$ cat config.mk
export PLATFORM = sky130hd
export DESIGN_NAME = fetch_entry_queue
export DESIGN_NICKNAME = d
export VERILOG_FILES = /design/src/rtl/fetch_entry_queue.sv
export SDC_FILE = /design/constraint.sdc
export NUM_CORES = 1
export LEC_CHECK = 0
export ABC_AREA = 0
export ABC_CLOCK_PERIOD_IN_PS = 7500
export BUFFER_PORTS_ARGS = -buffer_cell sky130_fd_sc_hd__buf_2
export CAP_MARGIN = 20
export CORE_MARGIN = 4
export CORE_UTILIZATION = 45
export DETAILED_ROUTE_END_ITERATION = 7
export PLACE_DENSITY = 0.68
export REMOVE_ABC_BUFFERS = 1
export SYNTH_ARGS = -nofsm -noshare
export SYNTH_HDL_FRONTEND = slang
export SYNTH_SLANG_ARGS = --single-unit
export TNS_END_PERCENT = 5
$ cat constraint.sdc
create_clock -name clk_i -period 7.5 [get_ports clk_i]
set_clock_uncertainty 0.15 [all_clocks]
set_input_delay 0.75 -clock clk_i [delete_from_list [all_inputs] [get_ports clk_i]]
set_output_delay 0.75 -clock clk_i [all_outputs]
set_load 0.005 [all_outputs]
$ cat src/rtl/fetch_entry_queue.sv
`default_nettype none
// ============================================================================
// Module   : fetch_entry_queue
// Brief    : Realigns 32-bit I$ words into RVC/RV instructions (including
//            instructions straddling two words) and buffers them in a small
//            FIFO presented to decode under a valid/ready handshake.
//            Optional macro FETCH_QUEUE_BYPASS_EN: when defined, the first
//            entry of an incoming word is forwarded to decode in the same
//            cycle while the FIFO is empty.
//            fetch_entry_o is the flattened fetch_entry_t, MSB first:
//              [288:225] address      [224:193] instruction
//              [192:129] branch_predict (always zero)
//              [128:65]  ex.cause     [64:1]    ex.tval    [0] ex.valid
// Revision : 1.0 - initial release
// ============================================================================
module fetch_entry_queue #(
  parameter int DEPTH = 4
) (
  input  logic         clk_i,
  input  logic         rst_ni,
  input  logic         flush_i,
  input  logic         fetch_valid_i,
  output logic         fetch_ready_o,
  input  logic [63:0]  fetch_addr_i,
  input  logic [31:0]  fetch_data_i,
  input  logic         fetch_ex_valid_i,
  output logic [288:0] fetch_entry_o,
  output logic         fetch_entry_valid_o,
  input  logic         fetch_entry_ready_i
);

  localparam int C_PTR_W   = $clog2(DEPTH);
  localparam int C_CNT_W   = C_PTR_W + 1;
  localparam int C_BP_W    = 64;
  localparam int C_ENTRY_W = 64 + 32 + C_BP_W + 64 + 64 + 1;

  localparam logic [63:0]        C_INSTR_ACCESS_FAULT = 64'd1;
  localparam logic [C_PTR_W-1:0] C_PTR_ONE            = C_PTR_W'(1);
  localparam logic [C_CNT_W-1:0] C_READY_MAX          = C_CNT_W'(DEPTH - 2);

  // Pack one fetch entry; the exception cause is only meaningful with ex.valid.
  function automatic logic [C_ENTRY_W-1:0] f_make_entry(
    input logic [63:0] addr,
    input logic [31:0] instr,
    input logic        exv,
    input logic [63:0] tval
  );
    return {addr, instr, {C_BP_W{1'b0}},
            (exv ? C_INSTR_ACCESS_FAULT : 64'h0), tval, exv};
  endfunction

  // FIFO storage and bookkeeping
  logic [C_ENTRY_W-1:0] r_mem [DEPTH];
  logic [C_PTR_W-1:0]   r_wr_ptr;
  logic [C_PTR_W-1:0]   r_rd_ptr;
  logic [C_CNT_W-1:0]   r_count;

  // Realign state: lower half of a 32-bit instruction waiting for its upper half
  logic                 r_pend_valid;
  logic [15:0]          r_pend_half;
  logic [63:0]          r_pend_addr;

  logic                 w_accept;
  logic                 w_pop;
  logic [15:0]          w_lower;
  logic [15:0]          w_upper;
  logic [63:0]          w_upper_addr;
  logic                 w_upper_comp;
  logic [C_ENTRY_W-1:0] w_upper_entry;

  logic                 w_p0_v;
  logic                 w_p1_v;
  logic [C_ENTRY_W-1:0] w_p0;
  logic [C_ENTRY_W-1:0] w_p1;
  logic                 w_pend_set;
  logic [15:0]          w_pend_half_n;
  logic [63:0]          w_pend_addr_n;

  logic                 w_byp;
  logic                 w_byp_taken;
  logic                 w_wa_v;
  logic                 w_wb_v;
  logic [C_ENTRY_W-1:0] w_wa;
  logic [C_ENTRY_W-1:0] w_wb;
  logic [C_CNT_W-1:0]   w_n_wr;
  logic [C_PTR_W-1:0]   w_wr_ptr1;

  // Ready needs two free slots so any word (0..2 pushes) always fits.
  assign fetch_ready_o = !flush_i && (r_count <= C_READY_MAX);
  assign w_accept      = fetch_valid_i && fetch_ready_o;
  assign w_pop         = (r_count != '0) && fetch_entry_ready_i;

  assign w_lower       = fetch_data_i[15:0];
  assign w_upper       = fetch_data_i[31:16];
  // Upper half always sits at word base + 2, whether or not A[1] is set.
  assign w_upper_addr  = {fetch_addr_i[63:2], 2'b10};
  assign w_upper_comp  = (w_upper[1:0] != 2'b11);
  assign w_upper_entry = f_make_entry(w_upper_addr, {16'h0, w_upper}, 1'b0, 64'h0);

  // Realigner: split the incoming word into up to two entries in program order.
  always_comb begin
    w_p0_v        = 1'b0;
    w_p1_v        = 1'b0;
    w_p0          = '0;
    w_p1          = '0;
    w_pend_set    = 1'b0;
    w_pend_half_n = w_upper;
    w_pend_addr_n = w_upper_addr;
    if (fetch_ex_valid_i) begin
      // A faulting word yields one fault entry; the straddled half is abandoned.
      w_p0_v = 1'b1;
      w_p0   = f_make_entry(r_pend_valid ? r_pend_addr : fetch_addr_i,
                            32'h0, 1'b1, fetch_addr_i);
    end else if (fetch_addr_i[1]) begin
      // Jump target in the upper half: any pending half belongs to a dead path.
      w_p0_v     = w_upper_comp;
      w_p0       = w_upper_entry;
      w_pend_set = !w_upper_comp;
    end else begin
      if (r_pend_valid) begin
        w_p0_v = 1'b1;
        w_p0   = f_make_entry(r_pend_addr, {w_lower, r_pend_half}, 1'b0, 64'h0);
      end else if (w_lower[1:0] != 2'b11) begin
        w_p0_v = 1'b1;
        w_p0   = f_make_entry(fetch_addr_i, {16'h0, w_lower}, 1'b0, 64'h0);
      end else begin
        w_p0_v = 1'b1;
        w_p0   = f_make_entry(fetch_addr_i, fetch_data_i, 1'b0, 64'h0);
      end
      // Upper half still to process unless a full 32-bit word was just consumed.
      if (r_pend_valid || (w_lower[1:0] != 2'b11)) begin
        w_p1_v     = w_upper_comp;
        w_p1       = w_upper_entry;
        w_pend_set = !w_upper_comp;
      end
    end
  end

`ifdef FETCH_QUEUE_BYPASS_EN
  assign w_byp = (r_count == '0) && w_accept && w_p0_v;
`else
  assign w_byp = 1'b0;
`endif
  assign w_byp_taken = w_byp && fetch_entry_ready_i;

  // Select what gets written: a bypassed first entry skips the FIFO.
  always_comb begin
    w_wa   = w_p0;
    w_wa_v = w_accept && w_p0_v;
    w_wb   = w_p1;
    w_wb_v = w_accept && w_p1_v;
    if (w_byp_taken) begin
      w_wa   = w_p1;
      w_wa_v = w_p1_v;
      w_wb_v = 1'b0;
    end
  end

  assign w_n_wr    = C_CNT_W'(w_wa_v) + C_CNT_W'(w_wb_v);
  assign w_wr_ptr1 = r_wr_ptr + C_PTR_ONE;

  // Head presentation: bypass entry if active, otherwise FIFO head or zero.
  always_comb begin
    fetch_entry_valid_o = (r_count != '0);
    fetch_entry_o       = (r_count != '0) ? r_mem[r_rd_ptr] : '0;
    if (w_byp) begin
      fetch_entry_valid_o = 1'b1;
      fetch_entry_o       = w_p0;
    end
  end

  // Storage writes; contents are don't-care until the count covers them.
  always_ff @(posedge clk_i) begin
    if (w_wa_v) r_mem[r_wr_ptr]  <= w_wa;
    if (w_wb_v) r_mem[w_wr_ptr1] <= w_wb;
  end

  // Pointers, occupancy and realign state.
  always_ff @(posedge clk_i or negedge rst_ni) begin
    if (!rst_ni) begin
      r_wr_ptr     <= '0;
      r_rd_ptr     <= '0;
      r_count      <= '0;
      r_pend_valid <= 1'b0;
      r_pend_half  <= '0;
      r_pend_addr  <= '0;
    end else if (flush_i) begin
      r_wr_ptr     <= '0;
      r_rd_ptr     <= '0;
      r_count      <= '0;
      r_pend_valid <= 1'b0;
    end else begin
      r_wr_ptr <= r_wr_ptr + C_PTR_W'(w_n_wr);
      if (w_pop) r_rd_ptr <= r_rd_ptr + C_PTR_ONE;
      r_count  <= r_count + w_n_wr - C_CNT_W'(w_pop);
      if (w_accept) begin
        r_pend_valid <= w_pend_set;
        if (w_pend_set) begin
          r_pend_half <= w_pend_half_n;
          r_pend_addr <= w_pend_addr_n;
        end
      end
    end
  end

endmodule
`default_nettype wire

* Yosys cells after proc, flatten, opt, wreduce, memory -nomap -nowiden
Memory sizes are Yosys's and may differ from the RTL's.
Index checks and enable logic that the tools add are counted.
** Word-level totals
- Flip-flop bits (word level) :: 87
- Memory bits (writable) :: 1156
- Output and inout port bits :: 291
- Logic and storage cells :: 56
- Memories kept :: 1
** Cells by class
- Add/sub/neg operators :: 6
- Magnitude comparators :: 1
- Eq/ne operators :: 2
- Muxes and demuxes :: 27
- Bitwise operators :: 1
- Reduce and logical (&&, ||, !) cells :: 12
** Memories
- r_mem :: depth 4, width 289, rd ports 1, clocked after memory_dff 0, wr ports 2, RTL line 53 : logic [C_ENTRY_W-1:0] r_mem [DEPTH];
** Operators with widths (count)
- 2-to-1 mux 289 bit :: 7
- 2-to-1 mux 225 bit :: 1
- 2-to-1 mux 64 bit :: 1
- 2-to-1 mux 1 bit :: 14
- 2-to-1 mux 2 bit :: 3
- logical AND 1 bit :: 5
- adder 2 x 1 -> 2 bit (second input constant) :: 2
- != test 2 bit (second input constant) :: 2
- nonzero test 2 bit :: 2
- adder 3 x 2 -> 3 bit :: 1
- less-or-equal comparator 3 x 2 -> 1 bit (second input constant) :: 1
- 2-to-1 mux 3 bit :: 1
- AND reduction 3 bit :: 1
- nonzero test 3 bit :: 1
- subtractor 3 x 1 -> 3 bit :: 1
- adder 1 x 1 -> 2 bit :: 1
- adder 2 bit :: 1
- logical NOT 1 bit :: 2
- logical OR 1 bit :: 1
- inverter 1 bit :: 1

* Depth between registers and ports, before layout
- Depth in word-level cells :: 10
- Gate-level depth with buffers :: 14

* Least setup slack after synthesis
No wires, ideal clock.
- Path type :: input-to-reg
- From :: input fetch_data_i[17]
- To :: memory r_mem[0][193] in the netlist's numbering, enable pin
- Library setup time :: 0.626 ns
- Arrival time :: 7.143 ns
- Required time :: 6.724 ns
- Setup slack :: -0.419 ns
- Stages :: 4
- Cells stage by stage :: clkbuf_1 > a211oi_1 > nand3_1 > o21ai_0
** RTL lines
- start: declaration :: RTL line 25 : input logic [31:0] fetch_data_i,
- end: declaration :: RTL line 53

* Worst setup path after layout
- From :: register r_rd_ptr[1]
- To :: output fetch_entry_o[225]
** Between the ends
- Longest elaborated chain between the ends :: 2
** Ends and longest elaborated chain
- start: declaration :: RTL line 55 : logic [C_PTR_W-1:0] r_rd_ptr;
- start signal: assignment :: RTL line 194 : if (w_pop) r_rd_ptr <= r_rd_ptr + C_PTR_ONE;
- memory (4 x 289 bit)
- 2-to-1 mux 289 bit :: RTL line 165 : fetch_entry_o = (r_count != '0) ? r_mem[r_rd_ptr] : '0;
- end: declaration :: RTL line 27 : output logic [288:0] fetch_entry_o,
Every way passes these cells.

==> metrics.sh <==
IRDROPWORSTVDD_uV=305
SYNTHTOPCELLSBYAREA='edfxtp_1 27%, dfxtp_1 19%, mux4_2 10%'
TIMING.FINAL.SETUP_VIOLATIONS=0
FIRSTDRTPASSITERS=6
SYNTH_COMMON_CELLS='328 x dfxtp_1, 316 x edfxtp_1, 295 x nand2_1'
WHS_NS=0.301
YOSYSWARNINGCOUNT=0
DRT-TOTAL-WL_UM=103000
CTS_TREE='yes'
GRT_START_MAX_NET_PINS=249
GRT_USAGE_PCT=24.4
SLEW_HEADROOM_PCT=25.9
TOTAL_LEAKAGE_POWER_uW=0.0140
YOSYSSEQAREASHARE_PCT=52.0
CLOCK.FMAX_GHz=0.248
DPL_CELL_AREA_UM2=36300
DP_WORST_SETUP_SLACK_NS=3.09
WORSTHOLDPATHCELLS=2
CRIT_CHAIN='buf_12 -> mux4_2 -> and2_1 -> buf_2'
CTS.ROOT.BUFFER_CELL='clkbuf_16'
FINAL_NET_COUNT=3162
INITIAL_ANTENNA_VIOLATION_COUNT=12
PLACE.GP.CONGESTION=0.759
TIMING.REG2REG.SETUP_SLACK_NS=4.10
DIEAREA_UM2=82400
GRT_PASS1_VIAS=25142
WORST_SETUP_PATH_START_KIND='register'
SYNTH.TOP_CELL.AREA_SHARE_PCT=27.1
FINAL_DESIGN_AREA_NO_FILL_UM2=39000
CRITICAL_PATH.MAX_STAGE_DELAY_NS=0.89
WORSTSKEWPAIRLATENCY_NS=0.63
STATUS='complete, no violations'
IO-PIN-COUNT=393
AREA_GROWTH_PCT=11.2
DRV_CAP=0
CRITICAL_PATH_REQUIRED_NS=6.60
TIMING.RR.START='r_count[0]$_DFF_PN0_'
PER_CELL_VIA_COUNT_IN_THE_ROUTED_DESIGN=6.12
PORT_BUFFERS=265
MEAN_SYN_CELL_AREA_UM2=11.6
CLOCKBUFFERDEPTH=3
DETAILROUTE.VIA_COUNT=25483
GRT_FIRST_PASS_WIRELENGTH_UM=157000
TIMING.FINAL.WS_SETUP_NS=3.46
FINALCRITPERIODSHARE_PCT=53.8
CORE_AREA_UM2=77300
CTS_INSERTED_BUFFERS=80
YOSYSMOSTFREQUENTCELL='dfxtp_1'
BEGINNING_OF_THE_WORST_HOLD_PATH='r_mem[1][50]$_SDFFE_PP0N_'
DOMINANTREGCELLSYNTH='dfxtp_1'
FINAL_ANTENNA_NET_COUNT=0
CHIPHEIGHT_UM=287
REGTOREGENDPOINT='r_mem[3][198]$_DFFE_PP_'
POWER_PER_CELL_AREA_nW_PER_UM2=330
WORSTSETUPPATHTYPE='reg -> out'
WORSTHOLDENDPOINT='r_mem[1][50]$_SDFFE_PP0N_'
POST_SYNTH_INST_COUNT=3020
CRIT_ARRIVAL_NS=3.14
FINAL_MAX_SLEW_VIOL_COUNT=0
FRACTION_OF_LAYOUT_CELLS_WITH_A_SIZE_SUFFIX_ABOVE_1_PCT=22.8
WORST-PATH-MAX-FANOUT=119
REMAINING_DRC_ERRORS=0
CTS.HTREE.LEVELS=3
WL_PER_INSTANCE_UM=24.8
GR-TOTAL-OVERFLOW=0
FP-ROW-COUNT=102
CRITICAL_PATH.ENDPOINT_TYPE='output pin'
YOSYSTOPAREACELL='edfxtp_1'
FILL_CELLS=6852
YS_SEQ_ELEMENTS=731
REG2REGPATHDEPTH=7
SYN-CELL-AREA_UM2=35000
POST_CTS_BUFFERS=0
YS_TYPES=49
DR.FIRST_ITER.DRC_COUNT=3049
SYNTHARSTFLOPSHARE_PCT=11.9
UNREPAIRED_SETUP_ENDPOINTS_AFTER_GLOBAL_ROUTING='false'
DIEWIDTH_UM=287
CTS.REPORTEDPATHS.CLKPINSLEW_NS=0.06
MIN_PERIOD_NS=4.04
SLOWEST_STAGE='dfrtp_4'
REPORT.FINAL.HOLD_VIOL_COUNT=0
WORST_PIN_SLEW_NS=1.11
SYNTH_EDF_COUNT=316
CTS_REPAIR_RESIZE_COUNT=0
HOLD_PATH_CLASS='reg -> reg'
DETAILED_PLACE_HPWL_UM=56300
CTS.SINKS=731
EFFECTIVE_UTILIZATION_AT_FLOORPLAN_PCT=45.3
worst max-delay path, delay by kind of cell (launching register included):
| family | cells | cell delay (ns) |
|---|---|---|
| buf+inv | 2 | 0.77 |
| simple gates | 1 | 0.18 |
| mux | 1 | 0.65 |
| flops | 1 | 0.89 |
report_power, final:
part / switching (uW) / internal, uW / total, uW / leakage (uW)
registers: 496 / 4930 / 5430 / 0.00653
logic: 1750 / 1750 / 3510 / 0.00616
clock network: 1650 / 2260 / 3910 / 0.00127
timing repair:
action,4_1_cts,5_1_grt
hold endpoints to repair,28,0
hold buffers,1,0
setup endpoints to repair,0,0
layer usage:
metal | track usage (%) | share of wire [%]
met3 | 4.08 | 8.1
met1 | 34.1 | 41
met4 | 5.69 | 1.8
met5 | 0 | 0.047
met2 | 40.0 | 49
registers in the layout, indices dropped and copies added (netlist names):
| register | cells |
|---|---|
| r_mem | 644 |
| r_pend_addr | 63 |
| r_pend_half | 16 |
| r_rd_ptr | 2 |
| r_count | 3 |
| r_pend_valid | 1 |
| r_wr_ptr | 2 |
placed cells by master (no fill, tap or decap), types with 19 or more instances in the layout:
cell	count
and2_1	162
dfrtp_1	85
dfxtp_1	328
nor2_1	80
buf_4	46
nand3_1	260
mux4_2	161
a32o_1	248
clkbuf_1	19
a21oi_1	275
mux2_4	76
nand2_1	295
a211oi_1	58
buf_2	263
conb_1	127
edfxtp_1	316
clkbuf_16	83
a22o_1	64
final cells by class:
cell class / count / area [um2] / share of cell area, %
clock inverters: 35 / 317 / 0.813
diodes: 3 / 7.51 / 0.0193
multi-input cells: 1915 / 14900 / 38.3
flip-flops and latches: 731 / 18200 / 46.8
clock buffers: 114 / 2300 / 5.91
well taps: 1040 / 1300 / 3.34
inverters: 8 / 35.0 / 0.0899
repair buffers: 318 / 1850 / 4.74
worst max-delay path by stage:
stage | startpoint | endpoint | slack, ns | cells past startpoint
2_1_floorplan | flush_i | r_mem[1][193]$_DFFE_PP_ | -7.04 | 3
3_3_place_gp | fetch_addr_i[1] | r_mem[3][280]$_DFFE_PP_ | 3.14 | 6
3_5_place_dp | fetch_addr_i[1] | r_mem[1][232]$_DFFE_PP_ | 3.09 | 7
4_1_cts | r_rd_ptr[1]$_DFFE_PN0P_ | fetch_entry_o[225] | 3.32 | 4
5_1_grt | r_rd_ptr[1]$_DFFE_PN0P_ | fetch_entry_o[225] | 3.31 | 4
6_report | r_rd_ptr[1]$_DFFE_PN0P_ | fetch_entry_o[225] | 3.46 | 4
logic make-up (layout without fill, tap and decap cells):
| family | Yosys count | after routing | synth area share, % |
|---|---|---|---|
| other cells | 1 | 130 | 0.0107 |
| fa+ha+maj | 6 | 6 | 0.236 |
| xor+xnor | 6 | 6 | 0.150 |
| mux | 267 | 267 | 14.5 |
| flops | 731 | 731 | 52.0 |
| compound gates | 675 | 675 | 14.5 |
| simple gates | 834 | 834 | 11.3 |
| buf+inv | 500 | 475 | 7.24 |
stage by stage:
step                      TNS (ns)  total power (uW)  utilization (%)  std cells
final                            0             12800             50.4       4164
after global placement           0              8950             46.9       4008
after global routing             0             13500             50.4       4163
after CTS                        0             12900             50.3       4159
after detailed placement         0              9020             46.9       4009
after floorplan           -4451.11              7860                -       2654
Note: power is estimated with default switching activity, not from simulation.
